`src/rtl/dac_spi_transmitter_if.sv`:
```
// Sample request and serial-link status bundle for dac_spi_transmitter.
// master drives the request side; slave is the transmitter.
interface dac_spi_transmitter_if;
  logic        start;
  logic [11:0] sample;
  logic [3:0]  channel;
  logic        busy;
  logic        done;
  logic        dac_cs_n;
  logic        spi_sck;
  logic        spi_mosi;

  modport master (
    output start, sample, channel,
    input  busy, done, dac_cs_n, spi_sck, spi_mosi
  );

  modport slave (
    input  start, sample, channel,
    output busy, done, dac_cs_n, spi_sck, spi_mosi
  );
endinterface

```
`src/rtl/dac_spi_transmitter.sv`:
```
// Serialises one 32-bit DAC write frame per start strobe over SPI (mode 0, MSB first).
// Every output is a flop; chip select stays low for 66 SCK half-periods per frame.
module dac_spi_transmitter #(
  parameter int unsigned HALF_PERIOD = 2,
  parameter logic [3:0]  CMD         = 4'b0011
) (
  input logic                  clk,
  input logic                  rst,
  dac_spi_transmitter_if.slave bus
);

  localparam logic [3:0] DivLast = 4'(HALF_PERIOD - 1);
  localparam logic [5:0] BitLast = 6'd31;

  typedef enum logic [1:0] {StIdle, StSetup, StShift, StHold} state_e;

  state_e      state_q, state_d;
  logic [31:0] shreg_q, shreg_d;
  logic [5:0]  bit_q, bit_d;
  logic [3:0]  div_q, div_d;
  logic        cs_n_q, cs_n_d;
  logic        sck_q, sck_d;
  logic        mosi_q, mosi_d;
  logic        busy_q, busy_d;
  logic        done_q, done_d;

  logic [31:0] frame;
  logic        div_last;

  assign frame    = {8'h00, CMD, bus.channel, bus.sample, 4'h0};
  assign div_last = (div_q == DivLast);

  always_comb begin
    state_d = state_q;
    shreg_d = shreg_q;
    bit_d   = bit_q;
    div_d   = div_q;
    cs_n_d  = cs_n_q;
    sck_d   = sck_q;
    mosi_d  = mosi_q;
    busy_d  = busy_q;
    done_d  = 1'b0;

    unique case (state_q)
      StIdle: begin
        cs_n_d = 1'b1;
        sck_d  = 1'b0;
        mosi_d = 1'b0;
        busy_d = 1'b0;
        div_d  = '0;
        bit_d  = '0;
        if (bus.start) begin
          shreg_d = frame;
          mosi_d  = frame[31];
          cs_n_d  = 1'b0;
          busy_d  = 1'b1;
          state_d = StSetup;
        end
      end

      StSetup: begin
        if (div_last) begin
          div_d   = '0;
          state_d = StShift;
        end else begin
          div_d = div_q + 4'd1;
        end
      end

      // SHIFT opens with a low phase; MOSI only advances as SCK falls.
      StShift: begin
        if (div_last) begin
          div_d = '0;
          if (!sck_q) begin
            sck_d = 1'b1;
          end else begin
            sck_d = 1'b0;
            if (bit_q == BitLast) begin
              mosi_d  = 1'b0;
              state_d = StHold;
            end else begin
              shreg_d = {shreg_q[30:0], 1'b0};
              mosi_d  = shreg_q[30];
              bit_d   = bit_q + 6'd1;
            end
          end
        end else begin
          div_d = div_q + 4'd1;
        end
      end

      StHold: begin
        if (div_last) begin
          div_d   = '0;
          cs_n_d  = 1'b1;
          busy_d  = 1'b0;
          done_d  = 1'b1;
          state_d = StIdle;
        end else begin
          div_d = div_q + 4'd1;
        end
      end

      default: state_d = StIdle;
    endcase
  end

  always_ff @(posedge clk) begin
    if (!rst) begin
      state_q <= StIdle;
      shreg_q <= '0;
      bit_q   <= '0;
      div_q   <= '0;
      cs_n_q  <= 1'b1;
      sck_q   <= 1'b0;
      mosi_q  <= 1'b0;
      busy_q  <= 1'b0;
      done_q  <= 1'b0;
    end else begin
      state_q <= state_d;
      shreg_q <= shreg_d;
      bit_q   <= bit_d;
      div_q   <= div_d;
      cs_n_q  <= cs_n_d;
      sck_q   <= sck_d;
      mosi_q  <= mosi_d;
      busy_q  <= busy_d;
      done_q  <= done_d;
    end
  end

  assign bus.dac_cs_n = cs_n_q;
  assign bus.spi_sck  = sck_q;
  assign bus.spi_mosi = mosi_q;
  assign bus.busy     = busy_q;
  assign bus.done     = done_q;

endmodule

```
`src/flat_wrapper.sv`:
```
// flat-port wrapper written by rule: the top's interface ports become plain ports
module dac_spi_transmitter_flat 
#(
  parameter int unsigned HALF_PERIOD = 2,
  parameter logic [3:0]  CMD         = 4'b0011
)
  (clk, rst, bus_start, bus_sample, bus_channel, bus_busy, bus_done, bus_dac_cs_n, bus_spi_sck, bus_spi_mosi);
  dac_spi_transmitter_if bus_i ();
  input logic clk;
  input logic rst;
  input wire logic [$bits(bus_i.start)-1:0] bus_start;
  input wire logic [$bits(bus_i.sample)-1:0] bus_sample;
  input wire logic [$bits(bus_i.channel)-1:0] bus_channel;
  output wire logic [$bits(bus_i.busy)-1:0] bus_busy;
  output wire logic [$bits(bus_i.done)-1:0] bus_done;
  output wire logic [$bits(bus_i.dac_cs_n)-1:0] bus_dac_cs_n;
  output wire logic [$bits(bus_i.spi_sck)-1:0] bus_spi_sck;
  output wire logic [$bits(bus_i.spi_mosi)-1:0] bus_spi_mosi;
  assign bus_i.start = bus_start;
  assign bus_i.sample = bus_sample;
  assign bus_i.channel = bus_channel;
  assign bus_busy = bus_i.busy;
  assign bus_done = bus_i.done;
  assign bus_dac_cs_n = bus_i.dac_cs_n;
  assign bus_spi_sck = bus_i.spi_sck;
  assign bus_spi_mosi = bus_i.spi_mosi;
  dac_spi_transmitter #(.HALF_PERIOD(HALF_PERIOD), .CMD(CMD)) u_core (.clk(clk), .rst(rst), .bus(bus_i));
endmodule
```
`config.mk`:
```
export PLATFORM = sky130hd
export DESIGN_NAME = dac_spi_transmitter_flat
export DESIGN_NICKNAME = d
export VERILOG_FILES = /design/src/rtl/dac_spi_transmitter_if.sv /design/src/rtl/dac_spi_transmitter.sv /design/src/flat_wrapper.sv
export SDC_FILE = /design/constraint.sdc
export NUM_CORES = 1
export LEC_CHECK = 0
export ABC_AREA = 1
export CAP_MARGIN = 15
export CORE_UTILIZATION = 52
export DETAILED_ROUTE_END_ITERATION = 8
export PLACE_DENSITY = 0.72
export SYNTH_ARGS = -nofsm -noshare
export SYNTH_HDL_FRONTEND = slang
export SYNTH_SLANG_ARGS = --single-unit
```
`constraint.sdc`:
```
create_clock -name clk -period 2 [get_ports clk]
set_clock_uncertainty 0.1 [all_clocks]
set_input_delay 0.2 -clock clk [delete_from_list [all_inputs] [get_ports clk]]
set_output_delay 0.2 -clock clk [all_outputs]
set_load 0.02 [all_outputs]
```
==> flow_summary.toml <==
[clock_tree]
cts.path.max_buffers = 2
cts_resized = 0
cts_buffers = 5
cts_tree = "done"
clockRootBuffer = "clkbuf_8"
holdBufCountCts = 0
htree_levels = 2
clkTransAtPathRegs_ns = 0.08
clk_latency_ns = 0.30
cts_setup_buffers = 0
clkSinkCount = 44

[critical_path]
cp-startpoint = "u_core.bit_q[1]$_SDFFE_PN0P_"
reg2reg_slack_ns = 0.19
crit_fanout = 38
slowest_delay_ns = 0.41
critical_path_class = "reg -> reg"
critPathLaunchType = "flip-flop"
worstPathArrival_ns = 1.93
path_cells = "ha_2 -> nand2_1 -> nor2_4 -> nand3_4 -> nand3_4 -> buf_12 -> nand2_1 -> a21oi_1"
reg2reg_to = "u_core.shreg_q[21]$_SDFFE_PN0P_"
critPathCaptureType = "flip-flop"
cp_slowest_cell = "dfxtp_1"
critPathCapture = "u_core.shreg_q[21]$_SDFFE_PN0P_"
critPathTopFamily = "simple AND/OR/NAND/NOR gates"
crit-reg2reg-launch = "u_core.bit_q[1]$_SDFFE_PN0P_"
crit_cells = 8
cp_num_buf_inv = 1
cp.required_ns = 2.12
r2r_cells = 8

[sta]
period_needed_ns = 1.81
finalSetupTns_ns = 0
max_slew_margin_pct = 65.8
grt_setup_unrepaired = "no"
fmax_mhz = 554
slew_viol_final = 0
timing.final.crit_share_pct = 90.3
setup_violations = 0
finalHoldViolCount = 0
worst_pin_slew_ns = 0.509

[synthesis]
yosysWarningCount = 0
synth_top_family_by_area = "simple AND/OR/NAND/NOR gates"
postSynthAreaPerCell_um2 = 6.64
yosys-top-cells-area = "dfxtp_1 (39%), nand2_1 (17%), nor2_1 (8.5%)"
syn-num-nets = 365
yosys.area_share.simple_pct = 36.8
ys_ff_latch = 44
postSynthCellCount = 339
yosys-mux-area-fraction_pct = 0
synth_xor_area_share_pct = 0.389
synth_adder_area_share_pct = 3.89
synth_seq_area_share_pct = 39.2
ys_types = 24
syn_area_um2 = 2250
yosys.area.top_type = "dfxtp_1"
synth_top_area_share_pct = 39.2
synth_compound_area_share_pct = 8.51

[layout]
final_cell_mix = "nand2_1 (101), nor2_1 (51), dfxtp_1 (43), inv_1 (39), clkdlybuf4s50_1 (23)"
area_growth_pct = 18.4
final_nets = 388
layout_commonest_cell = "nand2_1"
antenna_cells = 0
drive_gt1_share_pct = 8.26

[global_routing]
grt_pass1_wl_um = 7860
grt_pass1_vias = 1886
grt_use_met2_pct = 38.9
grt_use_met3_pct = 4.90
top_usage_layer = "met2"
grt_max_degree = 39
grt_use_met1_pct = 26.8
gr-total-overflow = 0
grt.total_usage_pct = 22.8
antenna_found_initial = 0

[route]
via_per_inst = 4.99
wl_per_cell_um = 10.9
drt_iter0_drc = 92
post-route-drc-count = 0
dr.pass1.iters = 5
vias = 2062
postRouteAntennaNets = 0
wirelength_um = 4510

[pwr]
p_leak_nw = 1.23
ir_drop_v = 0.000995
power.density_nw_per_um2 = 1510
total_power_mw = 4.02

[floorplan]
die_area_um2 = 4590
rows = 23
die_y_um = 67.8
placeableCoreArea_um2 = 4090
start_util_pct = 55.1
die_w_um = 67.8
ioPinCount = 24

[run_status]
run_status = "complete, no violations"

[run]
cap_viol_max_count = 0

[hold_path]
hold_class = "reg -> reg"

[place]
port_buffers = 23
place_congestion = 0.804
dp_hpwl_um = 3170
==> worst min-delay path by stage <==
stage                                          start                                to  slack, ns  cells after the start
finish              u_core.bus.spi_mosi$_SDFFE_PN0P_  u_core.bus.spi_mosi$_SDFFE_PN0P_       0.36                      2
global route        u_core.bus.spi_mosi$_SDFFE_PN0P_  u_core.bus.spi_mosi$_SDFFE_PN0P_       0.38                      2
CTS                 u_core.bus.spi_mosi$_SDFFE_PN0P_  u_core.bus.spi_mosi$_SDFFE_PN0P_       0.37                      2
detailed placement  u_core.bus.spi_mosi$_SDFFE_PN0P_  u_core.bus.spi_mosi$_SDFFE_PN0P_       0.35                      2
global placement     u_core.shreg_q[21]$_SDFFE_PN0P_   u_core.shreg_q[21]$_SDFFE_PN0P_       0.35                      2
floorplan                                  bus_start      u_core.bus.busy$_SDFFE_PN0P_       0.28                      2
==> state kept, by name (all words and copies together) (netlist names) <==
name,cells
u_core.bus.spi_mosi,1
u_core.bus.spi_sck,1
u_core.div_q,4
u_core.bit_q,6
u_core.bus.busy,1
u_core.bus.dac_cs_n,1
u_core.bus.done,1
u_core.shreg_q,27
u_core.state_q,2
==> tightest hold or removal path: stages, from the launching register on <==
cell,delay [ns]
dfxtp_1,0.31
nand2_1,0.06
a21oi_1,0.05
==> through the flow <==
step           setup slack, ns  hold slack [ns]  util, %  std cells  area (µm²)
2_1_floorplan            0.391            0.280        -        339        2250
3_3_place_gp             0.203            0.349     61.9        405        2530
3_5_place_dp             0.122            0.355     61.9        405        2530
4_1_cts                 0.0995            0.367     65.0        413        2660
5_1_grt                 0.0272            0.378     65.2        413        2660
6_report                 0.194            0.363     65.2        413        2660
==> per-layer routing <==
metal	vias to the layer above	part of all wire [%]
li1	1098	-
met1	903	48
met2	55	46
met3	6	5.0
met4	0	1.6
met5	-	0
==> kinds of logic after synthesis <==
logic type / after synthesis
fa+ha+maj: 7
buf+inv: 58
xor+xnor: 1
compound gates: 37
simple gates: 192
flops: 44
==> Yosys cell counts <==
library cell,n
a21boi_2,1
a21oi_1,18
buf_2,5
buf_4,2
buf_6,3
clkbuf_1,7
clkinv_1,1
dfxtp_1,44
ha_1,7
inv_1,39
inv_2,1
nand2_1,101
nand2_2,1
nand3_1,17
nand3_4,2
nand4_1,14
nor2_1,51
nor2_2,2
nor2_4,1
nor3_1,1
nor3b_1,1
o21ai_0,18
or2_2,1
xnor2_1,1
==> report_power, final <==
group | internal, mW | leakage, nW | switching (mW) | total [mW]
logic | 0.733 | 0.804 | 1.33 | 2.07
clock network | 0.441 | 0.0645 | 0.307 | 0.747
registers | 1.11 | 0.360 | 0.0980 | 1.21
==> cell type report <==
cell class / instances / area [µm²]
well taps: 50 / 62.6
clock inverters: 1 / 30.0
repair buffers: 33 / 318
inverters: 41 / 154
fillers: 391 / 1420
clock buffers: 7 / 96.3
flip-flops and latches: 44 / 882
multi-input cells: 237 / 1120
(Power assumes the default switching activity.)
